<file path="config.mk">
export PLATFORM = sky130hd
export DESIGN_NAME = mem_access_unit
export DESIGN_NICKNAME = d
export VERILOG_FILES = /design/src/rtl/mem_access_pkg.sv /design/src/rtl/mem_access_unit_lane_mux.sv /design/src/rtl/mem_access_unit.sv
export SDC_FILE = /design/constraint.sdc
export NUM_CORES = 1
export LEC_CHECK = 0
export CAP_MARGIN = 10
export CORE_UTILIZATION = 30
export CTS_CLUSTER_DIAMETER = 80
export DETAILED_ROUTE_END_ITERATION = 16
export SKIP_CTS_REPAIR_TIMING = 1
export SYNTH_ARGS = -nofsm -noshare
export SYNTH_HDL_FRONTEND = slang
export SYNTH_SLANG_ARGS = --single-unit
</file>
<file path="constraint.sdc">
create_clock -name clk -period 5.25 [get_ports clk]
set_input_delay 1.05 -clock clk [delete_from_list [all_inputs] [get_ports clk]]
set_output_delay 1.05 -clock clk [all_outputs]
set_load 0.05 [all_outputs]
</file>
<file path="src/rtl/mem_access_pkg.sv">
// Shared state encoding, access-size codes and the alignment rule for the memory access unit.
package mem_access_pkg;

   typedef enum logic [2:0] {
      ST_IDLE  = 3'd0,
      ST_READ  = 3'd1,
      ST_WRITE = 3'd2,
      ST_DONE  = 3'd3,
      ST_ERR   = 3'd4
   } state_e;

   localparam logic [1:0] SZ_B = 2'b00;
   localparam logic [1:0] SZ_H = 2'b01;
   localparam logic [1:0] SZ_W = 2'b10;

   // Size code 2'b11 has no legal alignment, so it always reports misaligned.
   function automatic logic is_misaligned(input logic [1:0] size, input logic [1:0] addr_lo);
      case (size)
         SZ_B:    return 1'b0;
         SZ_H:    return addr_lo[0];
         SZ_W:    return |addr_lo;
         default: return 1'b1;
      endcase
   endfunction

endpackage

</file>
<file path="src/rtl/mem_access_unit_lane_mux.sv">
// Little-endian byte-lane steering: load extract/extend and store merge.
// Purely combinational; no handshake of its own.
module mem_access_unit_lane_mux
   import mem_access_pkg::*;
(
   input  logic [1:0]  addr_lo_i,
   input  logic [1:0]  size_i,
   input  logic        uns_i,
   input  logic [31:0] rd_word_i,
   input  logic [31:0] wr_data_i,
   output logic [31:0] ld_data_o,
   output logic [31:0] st_word_o
);

   logic [31:0] shifted;
   logic [7:0]  byte_sel;
   logic [15:0] half_sel;
   logic        ext_bit;

   always_comb begin
      shifted  = rd_word_i >> {addr_lo_i, 3'b000};
      byte_sel = shifted[7:0];
      half_sel = addr_lo_i[1] ? rd_word_i[31:16] : rd_word_i[15:0];
      ext_bit  = 1'b0;
      ld_data_o = rd_word_i;
      case (size_i)
         SZ_B: begin
            ext_bit   = ~uns_i & byte_sel[7];
            ld_data_o = {{24{ext_bit}}, byte_sel};
         end
         SZ_H: begin
            ext_bit   = ~uns_i & half_sel[15];
            ld_data_o = {{16{ext_bit}}, half_sel};
         end
         default: ld_data_o = rd_word_i;
      endcase
   end

   // Stores keep the untouched lanes of the word read back from memory.
   always_comb begin
      st_word_o = rd_word_i;
      case (size_i)
         SZ_B: st_word_o[{addr_lo_i, 3'b000} +: 8] = wr_data_i[7:0];
         SZ_H: begin
            if (addr_lo_i[1]) st_word_o[31:16] = wr_data_i[15:0];
            else              st_word_o[15:0]  = wr_data_i[15:0];
         end
         SZ_W:    st_word_o = wr_data_i;
         default: st_word_o = rd_word_i;
      endcase
   end

endmodule

</file>
<file path="src/rtl/mem_access_unit.sv">
// Sub-word load/store sequencer to a word-wide DM: load done 2 cycles after start, store 3, misaligned 1.
// One request at a time; start is only sampled in IDLE and is dropped (not queued) while busy.
module mem_access_unit
   import mem_access_pkg::*;
#(
   parameter int DM_AW = 10,
   parameter int DW    = 32
) (
   input  logic             clk,
   input  logic             rst_n,
   input  logic             start,
   input  logic             mem_wr,
   input  logic [1:0]       mem_size,
   input  logic             mem_uns,
   input  logic [31:0]      addr,
   input  logic [DW-1:0]    wdata,
   output logic             busy,
   output logic             done,
   output logic             misalign,
   output logic [DW-1:0]    rdata,
   output logic [DM_AW-1:0] dm_addr,
   output logic [DW-1:0]    dm_din,
   output logic             dm_we,
   input  logic [DW-1:0]    dm_dout
);

   state_e      state_q, state_d;
   logic        wr_q, wr_d;
   logic [1:0]  size_q, size_d;
   logic        uns_q, uns_d;
   logic [31:0] addr_q, addr_d;
   logic [31:0] wdata_q, wdata_d;
   logic [31:0] word_q, word_d;
   logic [31:0] rdata_q, rdata_d;

   logic [31:0] mux_rd_word;
   logic [31:0] ld_data;
   logic [31:0] st_word;
   logic        unused_addr_hi;

   assign unused_addr_hi = ^addr_q[31:DM_AW+2];

   // The merge must use the word captured in READ, not whatever DM shows during WRITE.
   assign mux_rd_word = (state_q == ST_WRITE) ? word_q : dm_dout;

   mem_access_unit_lane_mux u_lane_mux (
      .addr_lo_i (addr_q[1:0]),
      .size_i    (size_q),
      .uns_i     (uns_q),
      .rd_word_i (mux_rd_word),
      .wr_data_i (wdata_q),
      .ld_data_o (ld_data),
      .st_word_o (st_word)
   );

   always_comb begin
      state_d = state_q;
      wr_d    = wr_q;
      size_d  = size_q;
      uns_d   = uns_q;
      addr_d  = addr_q;
      wdata_d = wdata_q;
      word_d  = word_q;
      rdata_d = rdata_q;
      case (state_q)
         ST_IDLE: begin
            if (start) begin
               wr_d    = mem_wr;
               size_d  = mem_size;
               uns_d   = mem_uns;
               addr_d  = addr;
               wdata_d = wdata;
               state_d = is_misaligned(mem_size, addr[1:0]) ? ST_ERR : ST_READ;
            end
         end
         ST_READ: begin
            word_d = dm_dout;
            if (wr_q) begin
               state_d = ST_WRITE;
            end else begin
               rdata_d = ld_data;
               state_d = ST_DONE;
            end
         end
         ST_WRITE: state_d = ST_DONE;
         ST_DONE:  state_d = ST_IDLE;
         ST_ERR:   state_d = ST_IDLE;
         default:  state_d = ST_IDLE;
      endcase
   end

   always_ff @(posedge clk or negedge rst_n) begin
      if (!rst_n) begin
         state_q <= ST_IDLE;
         wr_q    <= 1'b0;
         size_q  <= 2'b00;
         uns_q   <= 1'b0;
         addr_q  <= '0;
         wdata_q <= '0;
         word_q  <= '0;
         rdata_q <= '0;
      end else begin
         state_q <= state_d;
         wr_q    <= wr_d;
         size_q  <= size_d;
         uns_q   <= uns_d;
         addr_q  <= addr_d;
         wdata_q <= wdata_d;
         word_q  <= word_d;
         rdata_q <= rdata_d;
      end
   end

   // Strobes decode straight from state so an async reset kills dm_we immediately.
   assign busy     = (state_q != ST_IDLE);
   assign done     = (state_q == ST_DONE) || (state_q == ST_ERR);
   assign misalign = (state_q == ST_ERR);
   assign dm_we    = (state_q == ST_WRITE);
   assign dm_din   = (state_q == ST_WRITE) ? st_word : '0;
   assign dm_addr  = addr_q[DM_AW+1:2];
   assign rdata    = rdata_q;

endmodule

</file>
# Yosys cells after proc, flatten, opt, wreduce, memory -nomap -nowiden
# Index checks and enable logic that the tools add are counted.
[totals] out_inout_bits=78 register_bits=115 inputBits=103 elab_cells=48
[classes] mux=15 addsub=1 n_eq_ne=9 shifts=3 n_reduce_logical=8 bitwise_logic=4
[ops] cell="$pmux 32 s3" count=1
[ops] cell="$mux 32" count=2
[ops] cell="$pmux 32 s2" count=1
[ops] cell="$mux 16" count=3
[ops] cell="$bwmux 32" count=1
[ops] cell="$shift 8x7->32 const A" count=1
[ops] cell="$shiftx 8x7->32" count=1
[ops] cell="$shr 32x5->8" count=1
[ops] cell="$pmux 3 s3" count=1
[ops] cell="$neg 5->7" count=1
[ops] cell="$eq 3x2->1 const B" count=2
[ops] cell="$mux 3" count=2
[ops] cell="$eq 2x1->1 const B" count=2
[ops] cell="$eq 2x2->1 const B" count=2
[ops] cell="$logic_not 2->1" count=2
[ops] cell="$reduce_and 2->1" count=2
[ops] cell="$eq 3x1->1 const B" count=1
[ops] cell="$eq 3x3->1 const B" count=1
[ops] cell="$logic_not 3->1" count=1
[ops] cell="$mux 1" count=3
[ops] cell="$pmux 1 s3" count=1
[ops] cell="$reduce_bool 3->1" count=1
[ops] cell="$and 1x1->1" count=2
[ops] cell="$ne 2x2->1 const B" count=1
[ops] cell="other kinds (3)" count=4

# Logic depth before layout (Yosys ltp)
[logic_depth] word_depth=7 depth_mapped=12 depth_no_buf=7

# Cells and area by module
# From an unflattened synthesis, not the netlist that was laid out.
[hier_totals] cells_unflattened=634 area_unflattened_um2=7129.3
[modules_own_cells] mod="mem_access_unit" seq_area_each_um2=2877.8 area_each_um2=5047.3 instances=1 cells_per_inst=341
[modules_own_cells] mod="mem_access_unit_lane_mux" seq_area_each_um2=0.0 area_each_um2=2082.0 instances=1 cells_per_inst=293

# Worst setup path after synthesis
# No wires, ideal clock.
[synth_timing] path_kind="reg-to-output" startpoint="reg addr_q[1]" endpoint="out dm_din[25]" t_required_ns=4.200 t_arrival_ns=3.420 path_slack_ns=0.780 path_stages_with_launch=13 path_cell_list="dfrtp_1 > buf_2 > inv_1 > clkbuf_1 > clkbuf_1 > clkbuf_1 > ha_1 > nor4bb_1 > buf_1 > a21oi_1 > o21ai_0 > nand3_1 > a21oi_1"
[synth_via] elab_chain_cells=5 elab_cells_between_ends=7 cone_classes="add/sub (1); shift (2); mux (4)"
[synth_lines] element="start: declaration" line="mem_access_unit.sv:31" text="logic [31:0] addr_q, addr_d;"
[synth_lines] element="start signal: assignment" line="mem_access_unit.sv:107" text="addr_q <= addr_d;"
[synth_lines] element="$neg 5->7" line="mem_access_unit_lane_mux.sv:43" text="SZ_B: st_word_o[{addr_lo_i, 3'b000} +: 8] = wr_data_i[7:0];"
[synth_lines] element="$shiftx 8x7->32 / $shift 8x7->32 (equally long branches)" line="mem_access_unit_lane_mux.sv:43"
[synth_lines] element="$bwmux 32" line="mem_access_unit_lane_mux.sv:43"
[synth_lines] element="$pmux 32 s3 (*)" line="mem_access_unit_lane_mux.sv:42" text="case (size_i)"
[synth_lines] element="$mux 32 (*)" line="mem_access_unit.sv:119" text="assign dm_din = (state_q == ST_WRITE) ? st_word : '0;"
[synth_lines] element="end: declaration" line="mem_access_unit.sv:22" text="output logic [DW-1:0] dm_din,"
# Every way passes the cells marked *; elsewhere a longest branch is shown, timed or not.

# Worst setup path after layout
[layout_timing] startpoint="reg addr_q[0]" endpoint="out dm_din[4]"
[layout_via] elab_chain_cells=5 elab_cells_between_ends=6 cone_classes="add/sub (1); shift (2); mux (3)"
[layout_lines] element="$neg 5->7 (*)" line="mem_access_unit_lane_mux.sv:43"
[layout_lines] element="$shiftx 8x7->32 / $shift 8x7->32 (equally long branches)" line="mem_access_unit_lane_mux.sv:43"
[layout_lines] element="$bwmux 32 (*)" line="mem_access_unit_lane_mux.sv:43"
[layout_lines] element="$pmux 32 s3 (*)" line="mem_access_unit_lane_mux.sv:42"
[layout_lines] element="$mux 32 (*)" line="mem_access_unit.sv:119"
# Marks and branches as above.

==> results.ini <==
[routing]
via_per_inst=5.31
drt-pass1-iter-count=5
final_antenna_net_count=0
drt_iter0_markers=531
drt_wl_total_um=23300
drc=0
wl_per_cell_um=20.3
vias=6084

[critical_path]
crit_fanout=14
worstReg2RegEnd=rdata[30]$_DFFE_PN0P_
end_kind=primary output
cp.arrival_ns=3.68
required_ns=4.20
setup.worst_path.start_class=register
r2r_slack_ns=2.22
r2r_start=size_q[1]$_DFFE_PN0P_
critPathKind=reg -> out
reg2regPathDepth=6

[sta]
worstMarginPinSlew_ns=1.15
setup_viol=0
rsz0062_at_grt=no
slew_violations=0
max-slew-margin-rel_pct=22.9
post-route-min-period_ns=4.73
clock_skew_ns=0.0109
final.period_utilization_pct=90.2
timing_hold_violations_final=0
setup_tns_ns=0
max_freq_mhz=211

[floorplan]
die-area_um2=23600
start_util_pct=30.5
dieWidth_um=154
core-area_um2=22600
io_pins=181
row_count=55
die_y_um=154

[power]
power_leakage_uw=0.00372
power.density_nw_per_um2=790
design_power_total_uw=7360
irDropWorstVdd_v=0.000356

[cells_and_area]
antenna_cells=0
nets=958
drive_gt1_share_pct=18.5
finalInstanceArea_um2=9310
area_growth_pct=34.9

[global_routing]
grt.total_usage_pct=20.2
grt_antenna_before_repair=0
grt_pass1_wl_um=35700
grt_max_degree=75
grt_pass1_vias=5960
overflow=0

[hold_path]
hold_depth=2
hold_path.class=reg -> reg
hp-start=rdata[4]$_DFFE_PN0P_
hold_end=rdata[4]$_DFFE_PN0P_

[synthesis]
ys_warn_count=0
synth_cell_types=42
syn_inst=718
synth-seq-area-share_pct=41.7
netlist_area_um2=6910
syn_nets=826
ys_ff_latch=115
syn_area_per_cell_um2=9.62

[clocking]
root_buffer=clkbuf_16
numCtsBuffers=17
clkTransAtPathRegs_ns=0.05
htreeDepth=4
clk_latency_ns=0.42
cts_tree=yes
cts.sinks=115
clk_path_buf_depth=2

[placed_design]
place_congestion=0.872
dp.final_hpwl_um=16600
placed_area_um2=8670
port_buffers=160

[flow_run]
max_cap_viol_count=0

[run_status]
outcome=finished clean

==> sequential cells by signal, indices dropped and copies added (netlist names) <==
register,count
rdata,32
wdata_q,32
word_q,32
addr_q,12
state_q,3
size_q,2
uns_q,1
wr_q,1
==> worst max-delay path, cell delays in order (launching register included) <==
cell and delay (ns):
dfrtp_1 0.68, inv_1 0.25, ha_1 0.41, nor2_1 0.10
nand2_1 0.06, o21ai_1 0.51, a222oi_1 0.23, nor2_1 0.20
clkdlybuf4s50_1 0.83
==> worst max-delay path by stage <==
stage	from	endpoint	slack, ns	cells after the start
floorplan	addr_q[1]$_DFFE_PN0P_	dm_din[25]	0.78	12
global placement	addr_q[0]$_DFFE_PN0P_	dm_din[7]	1.02	8
detailed placement	dm_dout[12]	dm_din[12]	1.02	6
CTS	addr_q[0]$_DFFE_PN0P_	dm_din[4]	0.56	8
global route	addr_q[0]$_DFFE_PN0P_	dm_din[4]	0.33	8
finish	addr_q[0]$_DFFE_PN0P_	dm_din[4]	0.52	8
==> cell usage after synthesis, drive strengths merged <==
master     n  share of area, %
dfrtp    115                42
mux2      92                15
a21oi     79               5.7
nand2     73               4.0
o21ai     68               4.9
nor2      56               3.0
mux2i     44               6.4
clkbuf    38               2.1
buf       26               2.3
a211oi    25               2.7
nand2b    14               1.3
a221oi    13               1.7
a21o       9              0.98
nand3      9              0.65
a222oi     8               1.2
a22oi      8              0.87
inv        6              0.33
ha         5              0.91
a2111oi    3              0.92
and2       3              0.27
nor2b      3              0.27
or2        3              0.27
nor3       2              0.14
nor3b      2              0.38
nor4b      2              0.56
nor4bb     2              0.29
o2111ai    2              0.25
o21bai     2              0.22
a221o      1              0.14
and4b      1              0.14
nand3b     1              0.11
nor4       1             0.091
o211ai     1              0.11
o31ai      1              0.11
==> metal layers <==
metal | wire, um | part of all wire (%) | up-vias | GRT usage (%)
met3 | 1440 | 6.2 | 31 | 4.96
li1 | - | - | 2878 | -
met2 | 10500 | 45 | 237 | 30.7
met1 | 10700 | 46 | 2938 | 27.6
met4 | 572 | 2.5 | 0 | 7.29
met5 | 0 | 0 | - | 0
==> placed cells by master (no fill, tap or decap), drive strengths merged <==
cell type / n
clkdlybuf4s50: 151
dfrtp: 115
mux2: 92
a21oi: 79
nand2: 73
o21ai: 68
nor2: 56
mux2i: 44
buf: 26
a211oi: 25
clkbuf: 22
nand2b: 14
a221oi: 13
nand3: 9
a21o: 9
a22oi: 8
a222oi: 8
inv: 6
ha: 5
bufinv: 4
or2: 3
and2: 3
nor2b: 3
a2111oi: 3
nor4bb: 2
o21bai: 2
nor3: 2
o2111ai: 2
clkinvlp: 2
nor3b: 2
nor4b: 2
clkinv: 2
and4b: 1
a221o: 1
nand3b: 1
o211ai: 1
nor4: 1
o31ai: 1
==> through the flow <==
step                      setup WS (ns)  instances  hold WS (ns)  util [%]
after floorplan                   0.780        718         0.479         -
after global placement             1.02       1116         0.455      38.3
after detailed placement           1.02       1116         0.471      38.3
after CTS                         0.564       1146         0.483      41.1
after global routing              0.332       1146         0.496      41.1
final                             0.516       1146         0.473      41.1
==> cell type report <==
cell class | count | area (um2)
fill | 2219 | 13300
clock buffer | 22 | 494
clock inverter | 8 | 149
timing repair buffer | 177 | 1710
multi-input combinational | 533 | 3710
inverter | 6 | 22.5
sequential | 115 | 2880
tap | 285 | 357
==> logic make-up (layout without fill, tap and decap cells) <==
group | after synthesis | count (layout) | synth area share (%)
adders and majority gates | 5 | 5 | 0.906
AOI/OAI and AO/OA | 220 | 220 | 19.9
DFF | 115 | 115 | 41.7
muxes | 136 | 136 | 21.4
and+or+nand+nor | 172 | 172 | 11.5
buffers and inverters | 70 | 213 | 4.71
==> power breakdown <==
group          internal [uW]  switching (uW)
clock network            851             417
logic                   1600            2640
registers               1340             521
Power figures use the tool's default switching activity.
